--- config.mk ---
export PLATFORM = sky130hd
export DESIGN_NAME = mul_issue_sched
export DESIGN_NICKNAME = d
export VERILOG_FILES = /design/src/rtl/mul_issue_sched_pkg.sv /design/src/rtl/mul_issue_sched_arb.sv /design/src/rtl/mul_issue_sched.sv
export SDC_FILE = /design/constraint.sdc
export NUM_CORES = 1
export LEC_CHECK = 0
export CAP_MARGIN = 25
export CORE_UTILIZATION = 42
export CTS_BUF_LIST = sky130_fd_sc_hd__clkbuf_4
export DETAILED_ROUTE_END_ITERATION = 10
export HOLD_SLACK_MARGIN = 0.1
export MAX_ROUTING_LAYER = met4
export PLACE_DENSITY = 0.88
export SLEW_MARGIN = 0
export SYNTH_ARGS = -nofsm -noshare
export SYNTH_HDL_FRONTEND = slang
export SYNTH_SLANG_ARGS = --single-unit
--- constraint.sdc ---
create_clock -name clock -period 4.4 [get_ports clock]
set_input_delay 0.88 -clock clock [delete_from_list [all_inputs] [get_ports clock]]
set_output_delay 0.88 -clock clock [all_outputs]
set_load 0.01 [all_outputs]
--- src/rtl/mul_issue_sched_pkg.sv ---
// Shared types for the multiply issue scheduler: register index, scoreboard entry,
// and the source-vs-destination match used by the hazard check.
package mul_issue_sched_pkg;

  localparam int MUL_DEPTH_DEF = 4;
  localparam int REG_W         = 5;

  typedef logic [REG_W-1:0] reg_idx_t;

  typedef struct packed {
    logic     valid;
    reg_idx_t dest;
  } sb_entry_t;

  // r0 is hardwired zero, so an in-flight write to it never creates a dependency
  function automatic logic src_match(reg_idx_t rs, reg_idx_t rt, sb_entry_t e);
    return e.valid && (e.dest != '0) && ((rs == e.dest) || (rt == e.dest));
  endfunction

endpackage

--- src/rtl/mul_issue_sched_arb.sv ---
// Two-input round-robin arbiter: one-hot grant, pointer remembers the last winner
// and only moves when something is granted.
module mul_rr_arb2 (
  input  logic       clock,
  input  logic       reset,
  input  logic [1:0] elig,
  output logic [1:0] grant
);

  logic last_b;

  // Reset points at B so that A wins the first tie
  always_ff @(posedge clock or negedge reset) begin
    if (!reset)       last_b <= 1'b1;
    else if (|grant)  last_b <= grant[1];
  end

  always_comb begin
    grant = 2'b00;
    case (elig)
      2'b01:   grant = 2'b01;
      2'b10:   grant = 2'b10;
      2'b11:   grant = last_b ? 2'b01 : 2'b10;
      default: grant = 2'b00;
    endcase
  end

endmodule

--- src/rtl/mul_issue_sched.sv ---
// Multiply issue scheduler: round-robin between slots A/B, registered multiplier
// entry stage, destination scoreboard. Hazard check enabled by MUL_ISSUE_SCHED_HAZARD_EN.
module mul_issue_sched
  import mul_issue_sched_pkg::*;
#(
  parameter int MUL_DEPTH = MUL_DEPTH_DEF,
  parameter int CNT_W     = $clog2(MUL_DEPTH+2)
) (
  input  logic             clock,
  input  logic             reset,
  input  logic             req_a_valid,
  output logic             req_a_ready,
  input  logic [4:0]       req_a_rs,
  input  logic [4:0]       req_a_rt,
  input  logic [4:0]       req_a_rd,
  input  logic [31:0]      req_a_opa,
  input  logic [31:0]      req_a_opb,
  input  logic             req_b_valid,
  output logic             req_b_ready,
  input  logic [4:0]       req_b_rs,
  input  logic [4:0]       req_b_rt,
  input  logic [4:0]       req_b_rd,
  input  logic [31:0]      req_b_opa,
  input  logic [31:0]      req_b_opb,
  input  logic             flush,
  output logic             mul_m0_oper,
  output logic [31:0]      mul_m0_rega,
  output logic [31:0]      mul_m0_regb,
  output logic [4:0]       mul_m0_regdest,
  output logic             done_valid,
  output logic [4:0]       done_dest,
  output logic [CNT_W-1:0] inflight
);

`ifdef MUL_ISSUE_SCHED_HAZARD_EN
  localparam bit HAZ_EN = 1'b1;
`else
  localparam bit HAZ_EN = 1'b0;
`endif

  sb_entry_t        sb     [0:MUL_DEPTH];
  sb_entry_t        sb_nxt [0:MUL_DEPTH];
  logic             haz_a, haz_b;
  logic [1:0]       elig, grant;
  reg_idx_t         win_rd;
  logic [31:0]      win_opa, win_opb;
  logic [31:0]      rega, regb;
  logic [CNT_W-1:0] cnt_nxt;

  // The last entry is checked too: its result is only visible to writeback this cycle
  always_comb begin
    haz_a = 1'b0;
    haz_b = 1'b0;
    for (int i = 0; i <= MUL_DEPTH; i++) begin
      haz_a = haz_a | src_match(req_a_rs, req_a_rt, sb[i]);
      haz_b = haz_b | src_match(req_b_rs, req_b_rt, sb[i]);
    end
  end

  // Holding eligibility low in reset keeps ready at zero while the flops are cleared
  assign elig[0] = reset & req_a_valid & ~flush & ~(HAZ_EN & haz_a);
  assign elig[1] = reset & req_b_valid & ~flush & ~(HAZ_EN & haz_b);

  mul_rr_arb2 u_arb (
    .clock (clock),
    .reset (reset),
    .elig  (elig),
    .grant (grant)
  );

  assign req_a_ready = grant[0];
  assign req_b_ready = grant[1];

  assign win_rd  = grant[1] ? req_b_rd  : req_a_rd;
  assign win_opa = grant[1] ? req_b_opa : req_a_opa;
  assign win_opb = grant[1] ? req_b_opb : req_a_opb;

  always_comb begin
    sb_nxt[0] = (|grant) ? '{valid: 1'b1, dest: win_rd} : '0;
    for (int i = 1; i <= MUL_DEPTH; i++) sb_nxt[i] = sb[i-1];
    if (flush)
      for (int i = 0; i <= MUL_DEPTH; i++) sb_nxt[i] = '0;
  end

  always_comb begin
    cnt_nxt = '0;
    for (int i = 0; i <= MUL_DEPTH; i++) cnt_nxt = cnt_nxt + CNT_W'(sb_nxt[i].valid);
  end

  always_ff @(posedge clock or negedge reset) begin
    if (!reset) begin
      for (int i = 0; i <= MUL_DEPTH; i++) sb[i] <= '0;
      rega     <= '0;
      regb     <= '0;
      inflight <= '0;
    end else begin
      for (int i = 0; i <= MUL_DEPTH; i++) sb[i] <= sb_nxt[i];
      rega     <= (|grant) ? win_opa : '0;
      regb     <= (|grant) ? win_opb : '0;
      inflight <= cnt_nxt;
    end
  end

  // sb[0] doubles as the valid/dest half of the entry-stage register
  assign mul_m0_oper    = sb[0].valid;
  assign mul_m0_regdest = sb[0].dest;
  assign mul_m0_rega    = rega;
  assign mul_m0_regb    = regb;
  assign done_valid     = sb[MUL_DEPTH].valid;
  assign done_dest      = sb[MUL_DEPTH].dest;

endmodule

==> Word-level counts from Yosys, hierarchy flattened <==
Cells that the tools add are included.
Widths: inputs -> output; s select.
{ "word_totals": {"regBits": 98, "latchBits": 0, "ram_bits": 0, "mem_bits_ro": 0, "in_bits": 163, "mem_count": 0} }
{ "op_classes": {"n_addsub": 4, "n_mul": 0, "div": 0, "order_cmp": 0, "eq_ne": 3, "shift": 0, "muxes": 9, "n_bitwise": 5, "reduce_logical": 1} }
{ "ops": {"columns": ["op", "n"], "rows": [
  ["$mux 32", 4],
  ["$mux 30", 1],
  ["$add 3x1->3", 2],
  ["$mux 6", 1],
  ["$pmux 2 s3", 1],
  ["$mux 5", 1],
  ["$and 1x1->1", 4],
  ["$eq 2x2->1 const B", 2],
  ["$add 2x1->3", 1],
  ["$add 1x1->2", 1],
  ["$eq 2x1->1 const B", 1],
  ["$mux 2", 1],
  ["$reduce_or 2->1", 1],
  ["$not 1->1", 1]
]} }

==> Longest topological paths before layout <==
Gate-level depths: netlist of run 1.
{ "depth": {"depth_word": 11, "ltp_mapped": 10} }

==> Cells and area by module <==
A second synthesis of run 1 with hierarchy kept.
{ "hier_totals": {"cells_unflattened": 243, "hier_area_um2": 3716.1} }
{ "modules_own_cells": {"columns": ["mod", "n_inst", "cells_each", "area_each_um2", "seq_area_each_um2"], "rows": [
  ["mul_issue_sched", 1, 237, 3662.3, 2427.3],
  ["mul_rr_arb2", 1, 6, 53.8, 26.3]
]} }

==> Worst setup path after synthesis of run 1 <==
No wires, ideal clock.
{ "synth_path": {"path_kind": "input to register", "startpoint": "input port req_a_valid", "endpoint": "register inflight[1]", "setup_time_ns": 0.135, "arrival_ns": 2.902, "required_ns": 4.265, "setup_slack_ns": 1.363, "cell_stages": 10, "path_buffers": 2, "path_cell_list": "buf_4 o21ai_4 buf_4 inv_1 ha_1 inv_1 fa_1 inv_1 ha_1 fa_1"} }
{ "synth_rtl": {"columns": ["element", "line_no", "source"], "rows": [
  ["from (decl)", "mul_issue_sched.sv:11", "input logic req_a_valid,"],
  ["to (signal assigned)", "mul_issue_sched.sv:100", "inflight <= cnt_nxt;"],
  ["to (decl)", "mul_issue_sched.sv:32", "output logic [CNT_W-1:0] inflight"]
]} }

==> Worst setup path in the final report of run 1 <==
{ "layout_path": {"startpoint": "input port flush", "endpoint": "output port req_b_ready"} }
{ "layout_between": {"elab_chain_cells": 4} }
{ "layout_lines": {"columns": ["element", "line_no", "source"], "rows": [
  ["from (decl)", "mul_issue_sched.sv:25", "input logic flush,"],
  ["$not 1->1 *", "mul_issue_sched.sv:61, mul_issue_sched.sv:62", null],
  ["$and 1x1->1, on equally long branches", "mul_issue_sched.sv:61, mul_issue_sched.sv:62", null],
  ["$eq 2x2->1 / $eq 2x1->1 (equally long branches)", "mul_issue_sched_arb.sv:20", "case (elig)"],
  ["$pmux 2 s3 *", "mul_issue_sched_arb.sv:20", null],
  ["to (decl)", "mul_issue_sched.sv:19", "output logic req_b_ready,"]
]} }
Every way passes the cells marked *; elsewhere a longest branch is shown, timed or not.

==> reports/metrics.cfg, run 1 <==
[cts]
cts_buffers=9
cts_tree=yes
clock_latency_ns=0.43
clkTransAtPathRegs_ns=0.17
clock_path_buffers=2
cts_root_buffer=clkbuf_4
cts_setup_buffers=0
cts_resized=0
h-tree-depth=3
cts_sinks=98
ctsHoldBuffers=0

[critical_path]
worstSetupStartpoint=flush
cp_slowest_stage_delay_ns=0.56
endpoint_kind=primary output
cpMostUsedCell=clkdlybuf4s50_1
critPathMaxFanout=16
timing.rr.start=mul_m0_oper
rrSetupSlack_ns=2.27
arrival_ns=2.52
reg2reg_to=inflight[1]
r2r_cells=7
path_cells=clkdlybuf4s50_1, nor2b_2, o21ai_4, nor2_1, clkdlybuf4s50_1
critical_path_class=in2out
cp.required_ns=3.52
crit_buf_inv=2
crit_family=buffers and inverters
crit_path_top_delay_cell=clkdlybuf4s50_1
worstSetupStartpointType=input port

[synth]
synth_nets=565
yosysUniqueCellTypes=28
avgSynthCellArea_um2=10.5
synth.cell_area_um2=4190
seq_area_frac_synth_pct=58.6
yosys_warnings=0
netlist_instances=398
ys_ff_latch=98

[job]
maxCapViolCount=0

[grt]
grt_pass1_wl_um=18800
grt_max_degree=70
gr-usage-all-layers_pct=24.8
grt_pass1_vias=3851
antenna_found_initial=0
grt_remaining_overflow=0

[pwr]
ir_worst_vdd_uv=170
p_per_area_nw_per_um2=282
leakage_uw=0.00276

[timing]
min_period_ns=3.40
skew_ns=0.00986
fmax_mhz=294
tightest_slew_ns=0.752
hold_violations=0
setup_viol=0
post-route-period-util_pct=77.3
timing.final.max_slew_violations=0
slew-limit-headroom_pct=49.9
setup_tns_ns=0
rsz0062_at_grt=no

[run_status]
status=finished clean

[die]
die_x_um=102
start_util_pct=43.0
ios=244
die_h_um=102
coreArea_um2=9730
dieArea_um2=10400
rows=36

[placement]
numPortBuffers=223
hpwl_um=8530
place_area_um2=6340
place.gp.congestion=0.817

[layout]
syn_to_final_growth_pct=55.2
insertedDiodeCount=0
fin_nets=759
n_fill_cell=780
design_area_um2=6500
most-common-layout-cells=221 x clkdlybuf4s50_1, 97 x dfrtp_1, 68 x nand3_1, 59 x a21oi_1, 58 x o21ai_0
final_common_cell=clkdlybuf4s50_1
drive_gt1_share_pct=9.21

[routing]
drt.antenna.violating_nets=0
vias=3829
drt-pass1-iter-count=4
routedWlPerCell_um=16.7
drtIter0Drc=218
vias_per_cell=5.25
drc=0
drt_wl_total_um=12200

[hold_path]
hold_path_class=in2async

-- per-stage QoR --
step	hold WS (ns)	instances	power, µW	setup slack, ns	utilization, %
2_1_floorplan	0.439	398	1150	1.36	-
3_3_place_gp	0.442	714	1360	0.886	65.2
3_5_place_dp	0.448	714	1380	0.832	65.2
4_1_cts	0.475	730	1860	0.981	66.8
5_1_grt	0.480	730	1930	0.924	66.8
6_report	0.476	730	1830	1.00	66.8
-- layout make-up --
type / instances / area (µm²) / area share [%]
Multi-Input combinational cell: 243 / 1400 / 21.6
Sequential cell: 98 / 2450 / 37.8
Timing Repair Buffer: 232 / 2290 / 35.3
Tap cell: 133 / 166 / 2.56
Inverter: 8 / 30.0 / 0.462
Clock buffer: 9 / 67.6 / 1.04
Clock inverter: 7 / 86.3 / 1.33
-- state kept, by name, indices dropped and copies added, names as in the netlist --
name            count
done_dest           5
done_valid          1
inflight            3
mul_m0_oper         1
mul_m0_rega        32
mul_m0_regb        32
mul_m0_regdest      5
sb                 18
u_arb.last_b        1
-- worst register-to-register path, stage by stage, from the launching register on --
cell	delay, ns
dfrtp_1	0.41
nor2b_1	0.15
ha_1	0.28
inv_1	0.05
fa_1	0.48
inv_1	0.04
ha_1	0.18
fa_1	0.43
-- where the power goes --
| group | internal, µW | switching (µW) | total (µW) |
|---|---|---|---|
| combinational | 214 | 197 | 411 |
| sequential | 936 | 10.3 | 946 |
| clock | 139 | 339 | 477 |
-- per-layer routing --
layer  vias to the layer above  GRT usage [%]  part of all wire (%)
li1                       1749              -                     -
met3                        35           6.02                   8.3
met5                         -              -                     0
met4                         0           11.3                   3.2
met2                       203           42.4                    51
met1                      1842           27.3                    38
-- synth_stat cells --
master | n | area [µm²]
a21oi_1 | 59 | 295
a21oi_2 | 10 | 87.6
a311oi_2 | 1 | 15.0
and2b_4 | 1 | 10.0
buf_1 | 2 | 7.51
buf_12 | 1 | 20.0
buf_2 | 19 | 95.1
buf_4 | 13 | 97.6
buf_6 | 2 | 22.5
buf_8 | 1 | 15.0
clkbuf_1 | 6 | 22.5
clkbuf_2 | 5 | 25.0
dfrtp_1 | 97 | 2430
dfstp_2 | 1 | 26.3
fa_1 | 2 | 40.0
ha_1 | 2 | 25.0
inv_1 | 7 | 26.3
inv_2 | 1 | 3.75
mux2_2 | 1 | 11.3
nand2_1 | 1 | 3.75
nand2b_1 | 3 | 18.8
nand3_1 | 68 | 340
nor2_1 | 3 | 11.3
nor2b_1 | 22 | 138
nor2b_2 | 1 | 8.76
o21ai_0 | 58 | 290
o21ai_2 | 10 | 87.6
o21ai_4 | 1 | 16.3
-- worst max-delay path by stage --
stage / end / slack, ns / cells after the start
5_1_grt: req_b_ready / 0.92 / 5
3_3_place_gp: inflight[1] / 0.89 / 9
4_1_cts: req_b_ready / 0.98 / 5
3_5_place_dp: inflight[1] / 0.83 / 9
6_report: req_b_ready / 1.0 / 5
2_1_floorplan: inflight[1] / 1.36 / 10
-- kinds of logic after synthesis --
family	Yosys count	share of synthesized area (%)
mux	1	0.269
buf+inv	57	8.01
fa+ha+maj	4	1.55
compound gates	139	18.9
flops	98	58.6
simple gates	99	12.7
(Power assumes the default switching activity.)
==> run 2, diff against run 1 <==
--- a/config.mk
+++ b/config.mk
@@ -6,12 +6,12 @@
 export NUM_CORES = 1
 export LEC_CHECK = 0
 export CAP_MARGIN = 25
-export CORE_UTILIZATION = 42
+export CORE_UTILIZATION = 35
 export CTS_BUF_LIST = sky130_fd_sc_hd__clkbuf_4
 export DETAILED_ROUTE_END_ITERATION = 10
 export HOLD_SLACK_MARGIN = 0.1
 export MAX_ROUTING_LAYER = met4
-export PLACE_DENSITY = 0.88
+export PLACE_DENSITY = 0.78
 export SLEW_MARGIN = 0
 export SYNTH_ARGS = -nofsm -noshare
 export SYNTH_HDL_FRONTEND = slang
==> constraint.sdc (replaced) <==
create_clock -name clock -period 3 [get_ports clock]
set_input_delay 0.6 -clock clock [delete_from_list [all_inputs] [get_ports clock]]
set_output_delay 0.6 -clock clock [all_outputs]
set_load 0.01 [all_outputs]
==> run 2 against run 1 <==
  * The run now ends with DRC left
  * Non-clock buffer count is 6 higher
  * Combinational power is 47% higher
  * Clock skew is 0.011 ns higher
  * Via count is 0.42% lower
  * Global-route usage is 4.4 points lower
  * Clock power is 48% higher
  * Sequential share of layout area is 0.30 points lower
  * Cell area is 0.81% higher
  * Routed wire length is 0.52% lower
  * Power is 47% higher
  * Flip-flop and latch count stayed put
  * Critical path depth is 1 higher
  * Largest cell class unchanged
==> reports/metrics.cfg, run 2 (synthesis results as in run 1) <==
[routing]
drt_wl_total_um=12100
vias_per_cell=5.10
drc=32
routedWlPerCell_um=16.2
drt-pass1-iter-count=8
drt.antenna.violating_nets=0
vias=3813
drtIter0Drc=300

[layout]
final_common_cell=clkdlybuf4s50_1
utilization_pct=56.9
syn_to_final_growth_pct=56.4
design_area_um2=6550
n_fill_cell=1000
fin_nets=765
most-common-layout-cells=221 x clkdlybuf4s50_1, 97 x dfrtp_1, 68 x nand3_1, 59 x a21oi_1, 58 x o21ai_0
seqCellArea_um2=2450
multiInputGateArea_um2=1400
fin_cells=747
drive_gt1_share_pct=10.1

[timing]
hold_violations=0
fmax_mhz=357
setup_viol=0
post-route-period-util_pct=93.3
hold_ws_ns=0.190
setup_tns_ns=0
min_period_ns=2.80
tightest_slew_ns=0.739
rsz0062_at_grt=no
slew-limit-headroom_pct=50.8
timing.final.max_slew_violations=0
skew_ns=0.0206

[cts]
ctsHoldBuffers=0
h-tree-depth=3
cts_buffers=9
cts_resized=0
clock_path_buffers=2
cts_sinks=98
cts_setup_buffers=0
cts_tree=yes
clock_latency_ns=0.45
cts_root_buffer=clkbuf_4
clkTransAtPathRegs_ns=0.17

[critical_path]
worstSetupStartpointType=input port
critical_path_class=in2out
endpoint_kind=primary output
cpMostUsedCell=clkdlybuf4s50_1
arrival_ns=2.20
cp.required_ns=2.40
crit_path_top_delay_cell=clkdlybuf4s50_1
cp_slowest_stage_delay_ns=0.56
rrSetupSlack_ns=0.89
critPathMaxFanout=4
path_cells=clkdlybuf4s50_1, nor2b_2, o21ai_4, buf_4, nor2_1, clkdlybuf4s50_1

[pwr]
ir_worst_vdd_uv=246
p_per_area_nw_per_um2=413
leakage_uw=0.00279

[grt]
gr-usage-all-layers_pct=20.3
antenna_found_initial=1
grt_pass1_wl_um=19100
grt_remaining_overflow=0
grt_max_degree=70
grt_pass1_vias=3894

[run_status]
violations=DRC
status=complete, but fails checks

[die]
coreArea_um2=11500
die_x_um=111
ios=244
dieArea_um2=12400
rows=39
start_util_pct=36.4
die_h_um=111

[placement]
hpwl_um=8510
place.gp.congestion=0.810
numPortBuffers=223
placed_cells=730
place_area_um2=6400

[job]
maxCapViolCount=0

[hold_path]
hold_path_class=in2async

run 2: cell count changes in the layout (fill, tap and decap cells not counted), sizes merged:
cell / change
inv: +2
diode: +1
buf: +6
clkinv: -2
run 2: worst paths after layout:
check / startpoint / end / depth (start not counted)
worst max-delay path: flush / req_a_ready / 6
worst min-delay path: reset / mul_m0_rega[9] / 2
worst max register to register: mul_m0_oper / inflight[1] / 7
worst min register to register: sb[13] / sb[7] / 1
max in group asynchronous: reset / mul_m0_regb[13] / 3
min in group clock: req_a_valid / mul_m0_oper / 3
run 2: metal layers:
metal | wire (µm) | vias to the layer above | GRT usage (%) | part of all wire, %
met5 | 0 | - | - | 0
met4 | 301 | 0 | 9.19 | 2.5
met3 | 916 | 24 | 4.41 | 7.6
met2 | 6230 | 202 | 34.7 | 51
met1 | 4650 | 1824 | 22.8 | 38
li1 | - | 1763 | - | -
run 2: critical path, delay by kind of cell:
family	cells	cell delay [ns]
buf+inv	3	1.16
compound gates	1	0.08
simple gates	2	0.35
run 2: area by class of cell:
cell class                      instances  area share (%)
Tap cell                              143            2.73
Timing Repair Buffer                  238            35.7
Multi-Input combinational cell        243            21.4
Clock inverter                          7            1.20
Inverter                                8           0.458
Clock buffer                            9            1.03
Sequential cell                        98            37.5
Antenna cell                            1          0.0382
run 2: where the power goes:
group / internal [µW] / switching, µW
combinational: 318 / 288
sequential: 1370 / 15.1
clock: 204 / 504
total: 1900 / 807
run 2: per-stage QoR:
step	setup slack [ns]	total power, µW
2_1_floorplan	0.243	1680
3_3_place_gp	0.0883	2010
3_5_place_dp	0.0396	2020
4_1_cts	0.184	2740
5_1_grt	0.120	2840
6_report	0.200	2700
